[src/rtl/ball_pkg.sv]
// Shared types and constants for the ball trajectory block: FSM states,
// fixed-point widths and the Q0.8 cosine table for the 17 launch angles.
package ball_pkg;

  typedef enum logic [1:0] {
    IDLE,
    LOAD,
    FLIGHT,
    LANDED
  } state_e;

  localparam int POS_W   = 16;
  localparam int VEL_W   = 12;
  localparam int FRAC    = 4;
  localparam int TRIG_W  = 9;
  localparam int ANG_MAX = 16;

  // COS[k] = round(256*cos(k*5.625deg)); SIN[k] is COS[16-k].
  localparam logic [TRIG_W-1:0] COS_TAB [0:16] = '{
    9'd256, 9'd255, 9'd251, 9'd245, 9'd237, 9'd226, 9'd213, 9'd198,
    9'd181, 9'd162, 9'd142, 9'd121, 9'd98,  9'd74,  9'd50,  9'd25,
    9'd0
  };

endpackage

[src/rtl/ball_trajectory_if.sv]
// Launch/frame control, pixel scan coordinates and ball status between the
// selector/VGA side (master) and the trajectory block (slave).
interface ball_trajectory_if;
  logic       launch;
  logic       rearm;
  logic       frame_tick;
  logic [2:0] Vel;
  logic [4:0] Ang;
  logic [9:0] xCount;
  logic [9:0] yCount;
  logic       ball;
  logic       busy;
  logic       landed;
  logic [9:0] ballX;
  logic [9:0] ballY;

  modport master (
    output launch, rearm, frame_tick, Vel, Ang, xCount, yCount,
    input  ball, busy, landed, ballX, ballY
  );

  modport slave (
    input  launch, rearm, frame_tick, Vel, Ang, xCount, yCount,
    output ball, busy, landed, ballX, ballY
  );
endinterface

[src/rtl/ball_trig_lut.sv]
// Combinational angle-index to cos/sin lookup in unsigned Q0.8; indices
// above 16 are treated as 16 (straight up).
module ball_trig_lut
  import ball_pkg::*;
(
  input  logic [4:0]        ang_i,
  output logic [TRIG_W-1:0] cos_o,
  output logic [TRIG_W-1:0] sin_o
);

  logic [4:0] ang_c;

  always_comb begin
    ang_c = (ang_i > 5'(ANG_MAX)) ? 5'(ANG_MAX) : ang_i;
    cos_o = COS_TAB[ang_c];
    sin_o = COS_TAB[5'(ANG_MAX) - ang_c];
  end

endmodule

[src/rtl/ball_trajectory.sv]
// Ballistic flight of the ball: latches power/angle on launch, integrates
// Q11.4 position once per frame under gravity, and flags ball pixels.
module ball_trajectory
  import ball_pkg::*;
#(
  parameter int START_X    = 31,
  parameter int START_Y    = 425,
  parameter int GROUND_Y   = 440,
  parameter int SCREEN_W   = 640,
  parameter int BALL_SIZE  = 4,
  parameter int SPEED_STEP = 16,
  parameter int GRAVITY    = 2,
  parameter int MAX_FRAMES = 255
) (
  input logic               clk,
  input logic               rst,
  ball_trajectory_if.slave  bus
);

  localparam logic signed [POS_W-1:0] START_XQ = POS_W'(START_X * (1 << FRAC));
  localparam logic signed [POS_W-1:0] START_YQ = POS_W'(START_Y * (1 << FRAC));
  localparam logic signed [POS_W-1:0] GROUND_Q = POS_W'(GROUND_Y * (1 << FRAC));
  localparam logic signed [POS_W-1:0] EDGE_Q   = POS_W'((SCREEN_W - BALL_SIZE) * (1 << FRAC));
  localparam logic signed [VEL_W-1:0] GRAV_Q   = VEL_W'(GRAVITY);
  localparam logic [15:0]             MAX_CNT  = 16'(MAX_FRAMES);

  state_e                  state_q;
  logic signed [POS_W-1:0] x_q, y_q, x_nxt, y_nxt;
  logic signed [VEL_W-1:0] vx_q, vy_q, vy_nxt, vx_load, vy_load;
  logic [15:0]             cnt_q, cnt_nxt;
  logic [2:0]              vel_q;
  logic [4:0]              ang_q;
  logic [TRIG_W-1:0]       cos_w, sin_w;
  logic [20:0]             speed;
  logic                    hit_ground, hit_edge, timeout;
  logic [9:0]              ball_x, ball_y;
  logic [10:0]             bx_end, by_end;
  logic                    ball_d, ball_q, busy_q, landed_q;

  // Truncating scale of speed (Q.4) by a Q0.8 trig factor.
  function automatic logic signed [VEL_W-1:0] scale_trig(input logic [20:0] spd,
                                                         input logic [TRIG_W-1:0] t);
    logic [20:0] prod;
    prod = spd * 21'(t);
    return VEL_W'(prod >> 8);
  endfunction

  function automatic logic signed [POS_W-1:0] clamp_hi(input logic signed [POS_W-1:0] v,
                                                       input logic signed [POS_W-1:0] lim);
    return (v >= lim) ? lim : v;
  endfunction

  ball_trig_lut u_lut (
    .ang_i (ang_q),
    .cos_o (cos_w),
    .sin_o (sin_w)
  );

  always_comb begin
    speed      = (21'(vel_q) + 21'd1) * 21'(SPEED_STEP);
    vx_load    = scale_trig(speed, cos_w);
    vy_load    = scale_trig(speed, sin_w);
    x_nxt      = x_q + {{(POS_W-VEL_W){vx_q[VEL_W-1]}}, vx_q};
    y_nxt      = y_q - {{(POS_W-VEL_W){vy_q[VEL_W-1]}}, vy_q};
    vy_nxt     = vy_q - GRAV_Q;
    cnt_nxt    = cnt_q + 16'd1;
    hit_ground = (y_nxt >= GROUND_Q);
    hit_edge   = (x_nxt >= EDGE_Q);
    timeout    = (cnt_nxt == MAX_CNT);
    ball_x     = x_q[FRAC +: 10];
    ball_y     = y_q[FRAC +: 10];
    bx_end     = {1'b0, ball_x} + 11'(BALL_SIZE);
    by_end     = {1'b0, ball_y} + 11'(BALL_SIZE);
    // A ball above the top edge (negative y) is never drawn.
    ball_d     = (bus.xCount >= ball_x) && ({1'b0, bus.xCount} < bx_end) &&
                 (bus.yCount >= ball_y) && ({1'b0, bus.yCount} < by_end) &&
                 !y_q[POS_W-1];
  end

  always_ff @(posedge clk) begin
    if (rst) begin
      state_q  <= IDLE;
      x_q      <= START_XQ;
      y_q      <= START_YQ;
      vx_q     <= '0;
      vy_q     <= '0;
      cnt_q    <= '0;
      vel_q    <= '0;
      ang_q    <= '0;
      ball_q   <= 1'b0;
      busy_q   <= 1'b0;
      landed_q <= 1'b0;
    end else begin
      ball_q <= ball_d;
      case (state_q)
        IDLE: begin
          if (bus.launch) begin
            vel_q   <= bus.Vel;
            ang_q   <= bus.Ang;
            state_q <= LOAD;
            busy_q  <= 1'b1;
          end
        end
        LOAD: begin
          vx_q    <= vx_load;
          vy_q    <= vy_load;
          state_q <= FLIGHT;
        end
        FLIGHT: begin
          if (bus.frame_tick) begin
            x_q   <= clamp_hi(x_nxt, EDGE_Q);
            y_q   <= clamp_hi(y_nxt, GROUND_Q);
            vy_q  <= vy_nxt;
            cnt_q <= cnt_nxt;
            if (hit_ground || hit_edge || timeout) begin
              state_q  <= LANDED;
              busy_q   <= 1'b0;
              landed_q <= 1'b1;
            end
          end
        end
        LANDED: begin
          if (bus.rearm) begin
            state_q  <= IDLE;
            landed_q <= 1'b0;
            x_q      <= START_XQ;
            y_q      <= START_YQ;
            vx_q     <= '0;
            vy_q     <= '0;
            cnt_q    <= '0;
          end
        end
        default: state_q <= IDLE;
      endcase
    end
  end

  assign bus.ball   = ball_q;
  assign bus.busy   = busy_q;
  assign bus.landed = landed_q;
  assign bus.ballX  = ball_x;
  assign bus.ballY  = ball_y;

endmodule

[src/flat_wrapper.sv]
// flat-port wrapper written by rule: the top's interface ports become plain ports
module ball_trajectory_flat import ball_pkg::*;
#(
  parameter int START_X    = 31,
  parameter int START_Y    = 425,
  parameter int GROUND_Y   = 440,
  parameter int SCREEN_W   = 640,
  parameter int BALL_SIZE  = 4,
  parameter int SPEED_STEP = 16,
  parameter int GRAVITY    = 2,
  parameter int MAX_FRAMES = 255
)
  (clk, rst, bus_launch, bus_rearm, bus_frame_tick, bus_Vel, bus_Ang, bus_xCount, bus_yCount, bus_ball, bus_busy, bus_landed, bus_ballX, bus_ballY);
  ball_trajectory_if bus_i ();
  input logic clk;
  input logic rst;
  input wire logic [$bits(bus_i.launch)-1:0] bus_launch;
  input wire logic [$bits(bus_i.rearm)-1:0] bus_rearm;
  input wire logic [$bits(bus_i.frame_tick)-1:0] bus_frame_tick;
  input wire logic [$bits(bus_i.Vel)-1:0] bus_Vel;
  input wire logic [$bits(bus_i.Ang)-1:0] bus_Ang;
  input wire logic [$bits(bus_i.xCount)-1:0] bus_xCount;
  input wire logic [$bits(bus_i.yCount)-1:0] bus_yCount;
  output wire logic [$bits(bus_i.ball)-1:0] bus_ball;
  output wire logic [$bits(bus_i.busy)-1:0] bus_busy;
  output wire logic [$bits(bus_i.landed)-1:0] bus_landed;
  output wire logic [$bits(bus_i.ballX)-1:0] bus_ballX;
  output wire logic [$bits(bus_i.ballY)-1:0] bus_ballY;
  assign bus_i.launch = bus_launch;
  assign bus_i.rearm = bus_rearm;
  assign bus_i.frame_tick = bus_frame_tick;
  assign bus_i.Vel = bus_Vel;
  assign bus_i.Ang = bus_Ang;
  assign bus_i.xCount = bus_xCount;
  assign bus_i.yCount = bus_yCount;
  assign bus_ball = bus_i.ball;
  assign bus_busy = bus_i.busy;
  assign bus_landed = bus_i.landed;
  assign bus_ballX = bus_i.ballX;
  assign bus_ballY = bus_i.ballY;
  ball_trajectory #(.START_X(START_X), .START_Y(START_Y), .GROUND_Y(GROUND_Y), .SCREEN_W(SCREEN_W), .BALL_SIZE(BALL_SIZE), .SPEED_STEP(SPEED_STEP), .GRAVITY(GRAVITY), .MAX_FRAMES(MAX_FRAMES)) u_core (.clk(clk), .rst(rst), .bus(bus_i));
endmodule
[config.mk]
export PLATFORM = sky130hd
export DESIGN_NAME = ball_trajectory_flat
export DESIGN_NICKNAME = d
export VERILOG_FILES = /design/src/rtl/ball_pkg.sv /design/src/rtl/ball_trajectory_if.sv /design/src/rtl/ball_trig_lut.sv /design/src/rtl/ball_trajectory.sv /design/src/flat_wrapper.sv
export SDC_FILE = /design/constraint.sdc
export NUM_CORES = 1
export LEC_CHECK = 0
export ABC_AREA = 1
export BUFFER_PORTS_ARGS = -buffer_cell sky130_fd_sc_hd__buf_4
export CAP_MARGIN = 20
export CORE_MARGIN = 2
export CORE_UTILIZATION = 40
export CTS_BUF_LIST = sky130_fd_sc_hd__clkbuf_4 sky130_fd_sc_hd__clkbuf_8
export DETAILED_ROUTE_END_ITERATION = 10
export PLACE_DENSITY = 0.59
export SLEW_MARGIN = 20
export SYNTH_ARGS = -nofsm -noshare
export SYNTH_HDL_FRONTEND = slang
export SYNTH_SLANG_ARGS = --single-unit
export TNS_END_PERCENT = 5
[constraint.sdc]
create_clock -name clk -period 5.7 [get_ports clk]
set_clock_uncertainty 0.2 [all_clocks]
set_input_delay 1.14 -clock clk [delete_from_list [all_inputs] [get_ports clk]]
set_output_delay 1.14 -clock clk [all_outputs]
set_load 0.02 [all_outputs]
==> impl_results.md <==
- Area added between synthesis and finish: 7.878%
- Die width: 156.4 µm
- CP endpoint kind: flop
- DR WL/cell: 13.23 µm
- FP Rows: 55
- First-pass GRT wire length: 39.27 mm
- Pins Over Slew Limit: 0
- Status: finished clean
- Worst skew pair latency: 0.39 ns
- Crit Path Max Fanout: 10
- Post-Layout Inst Area: 10020 µm²
- Num CTS Buffers: 9
- Seq cells post-synth: 83
- Drt first pass iters: 5
- Period minus WS final: 5.195 ns
- Gr usage total: 19.56%
- Post-synthesis sequential area ratio: 17.88%
- Syn Area/Cell: 6.475 µm²
- Synth cell types: 48
- Clock root buffer: clkbuf_8
- Initial detailed-routing violation count: 361
- Worst Hold Depth: 2
- Pwr/cell area: 536.4 nW/µm²
- Max Root-Sink Buffers: 2
- Port Buffers: 55
- Hold path start: u_core.y_q[0]
- Syn Inst Count: 1435
- Die height: 156.4 µm
- Vias: 8822
- Unrepaired setup endpoints after global routing: no
- Crit Path Class: reg2reg
- Post-DRT Antenna Nets: 0
- Setup TNS: 0 ns
- Detailed Route WL: 23.11 mm
- Asr flop ratio synth: 0%
- Vias per cell: 5.050
- Synthesized Nets: 1602
- CP arrival: 5.32 ns
- Layout cells sized above 1: 9.097%
- R2r setup slk: 0.51 ns
- Inserted Diodes: 0
- Placed cell areas: 9818 µm²
- # setup viols final: 0
- Worst Max-Slew Pin Slew: 0.9098 ns
- DRC errors left: 0
- Initial Util: 40.91%
- Nets: 1624
- Period utilisation layout: 91.14%
- Max VDD drop: 0.2613 mV
- Pleak: 4.911 nW
- Sink Count: 83
- Fmax: 192.5 MHz
- Synth Flop Type: dfxtp_1
- Startpoint Class: flop
- I/O pin total: 56
- CTS HTree Levels: 3
- Post-DP HPWL: 18.63 mm
- Synth warn: 0
- Largest net degree at the start of global routing: 57
- Reg2reg path depth: 26
- Worst R2R End: u_core.vy_q[8]
- # Post-CTS Setup Buffers: 0
- Worst Hold Class: reg2reg
- Final Hold Viols: 0
- Worst reg2reg startpoint: u_core.ang_q[0]
- Vias in the first global route: 8374
- Grt ovf: 0
- Core area: 22710 µm²
- Hold_buf cts: 0
- Total die area: 24460 µm²
- CTS tree: built
- Post-cts gate resize count: 0
- Mapped Area: 9291 µm²
- Slew HR: 39.28%
- Hold Path End: u_core.y_q[0]
- Clock Pin Slew Worst Setup and Hold Paths: 0.10 ns
- GPL Wtd Cong: 0.8671
- Initial antenna violation count: 0
- Req. time, crit path: 5.82 ns
- Max_cap viols: 0
- Number of enable flip-flop cells after synthesis: 0
==> cell usage after synthesis, types with 6 or more instances <==
library cell,number,area share [%]
nand2_1,334,13
nand3_1,90,4.8
nand2_4,8,0.97
or2_2,8,0.54
clkbuf_1,24,0.97
o211ai_1,10,0.81
fa_1,28,6.0
nor2_2,8,0.54
dfxtp_1,83,18
nand3b_1,8,0.65
a21oi_1,131,7.1
xnor2_1,6,0.57
nand2_2,9,0.61
o21ai_0,63,3.4
nand4_1,23,1.5
xor2_1,31,2.9
buf_4,21,1.7
ha_1,106,14
nor2_1,151,6.1
inv_1,208,8.4
nor3_1,18,0.97
nand3_2,8,0.86
==> cell type report <==
| class | count | area (µm²) |
|---|---|---|
| clock buffer | 11 | 145.1 |
| clock inverter | 5 | 60.06 |
| fill | 2460 | 12690 |
| inverter | 216 | 815.8 |
| multi-input combinational | 1087 | 6534 |
| sequential | 83 | 1662 |
| tap | 285 | 356.6 |
| timing repair buffer | 60 | 450.4 |
==> power breakdown <==
group | total (mW) | leakage, nW | switching [mW] | internal [mW]
logic | 3.99 | 4.13 | 2.63 | 1.36
clock network | 0.463 | 0.103 | 0.242 | 0.221
registers | 0.921 | 0.676 | 0.185 | 0.736
total | 5.38 | 4.91 | 3.06 | 2.32
==> cells by family (layout without fill, tap and decap cells) <==
kind of cell / count (synthesis) / count (layout) / synth area share, %
buffers and inverters: 265 / 292 / 11.80
xor gates and xnor gates: 37 / 37 / 3.488
AOI/OAI and AO/OA: 241 / 241 / 14.30
and+or+nand+nor: 675 / 675 / 32.22
DFF: 83 / 83 / 17.88
adders and majority gates: 134 / 134 / 20.31
==> routing by layer <==
metal	up-vias	routed length, µm	global-route usage [%]
met4	0	257	3.888
met5	-	0	0
met2	124	10850	33.56
met3	23	794	3.212
met1	3977	11220	25.97
li1	4698	-	-
==> worst max-delay path, cell delays in order, from the launching register on <==
cell	delay [ns]
dfxtp_1	0.44
nor2_1	0.15
nand2_1	0.09
nand2_4	0.12
nand2_8	0.09
ha_1	0.31
ha_1	0.48
nand3_1	0.16
o21ai_0	0.12
nor2_1	0.08
nor3_1	0.33
inv_1	0.11
nor2_1	0.14
fa_1	0.42
inv_1	0.09
fa_1	0.39
inv_1	0.07
ha_1	0.26
a21oi_1	0.20
nor2_1	0.06
a211oi_1	0.31
nand2_4	0.11
nand2_2	0.08
nand2_1	0.06
nand2_1	0.09
nand3_2	0.07
a21oi_2	0.13
==> registers in the layout (all words and copies together), names as in the netlist <==
register and cells:
u_core.vx_q 10, u_core.vel_q 3, u_core.x_q 16, u_core.bus.busy 1, u_core.y_q 16, u_core.cnt_q 16
u_core.bus.ball 1, u_core.state_q 2, u_core.bus.landed 1, u_core.vy_q 12, u_core.ang_q 5
==> layout by cell type, fill, tap and decap left out, types with 9 or more instances in the layout <==
master / instances
nand4_1: 23
nor2_1: 151
o211ai_1: 10
clkbuf_8: 10
nand3_1: 90
a21oi_1: 131
fa_1: 28
inv_1: 208
xor2_1: 31
ha_1: 106
buf_4: 60
dfxtp_1: 83
nand2_2: 9
nand2_1: 334
nor3_1: 18
o21ai_0: 62
==> per-stage QoR <==
step                power (mW)  setup WS [ns]  cells  hold slack, ns  util (%)
global route             6.076         0.1107   1747          0.2945     44.14
detailed placement       4.928         0.5640   1731          0.2603     43.23
CTS                      5.414         0.5366   1747          0.2752     44.14
global placement         4.894         0.6280   1731          0.2565     43.23
finish                   5.377         0.5052   1747          0.2722     44.14
floorplan                4.042         0.8965   1435          0.2453         -
==> how the worst max path moves through the flow <==
| stage | to | startpoint | cells past startpoint |
|---|---|---|---|
| 4_1_cts | u_core.vy_q[8] | u_core.ang_q[0] | 26 |
| 3_5_place_dp | u_core.vy_q[8] | u_core.ang_q[0] | 26 |
| 3_3_place_gp | u_core.vy_q[8] | u_core.ang_q[0] | 24 |
| 2_1_floorplan | u_core.vy_q[8] | u_core.ang_q[2] | 27 |
| 6_report | u_core.vy_q[8] | u_core.ang_q[0] | 26 |
| 5_1_grt | u_core.vy_q[8] | u_core.ang_q[0] | 26 |
Power figures use the tool's default switching activity.
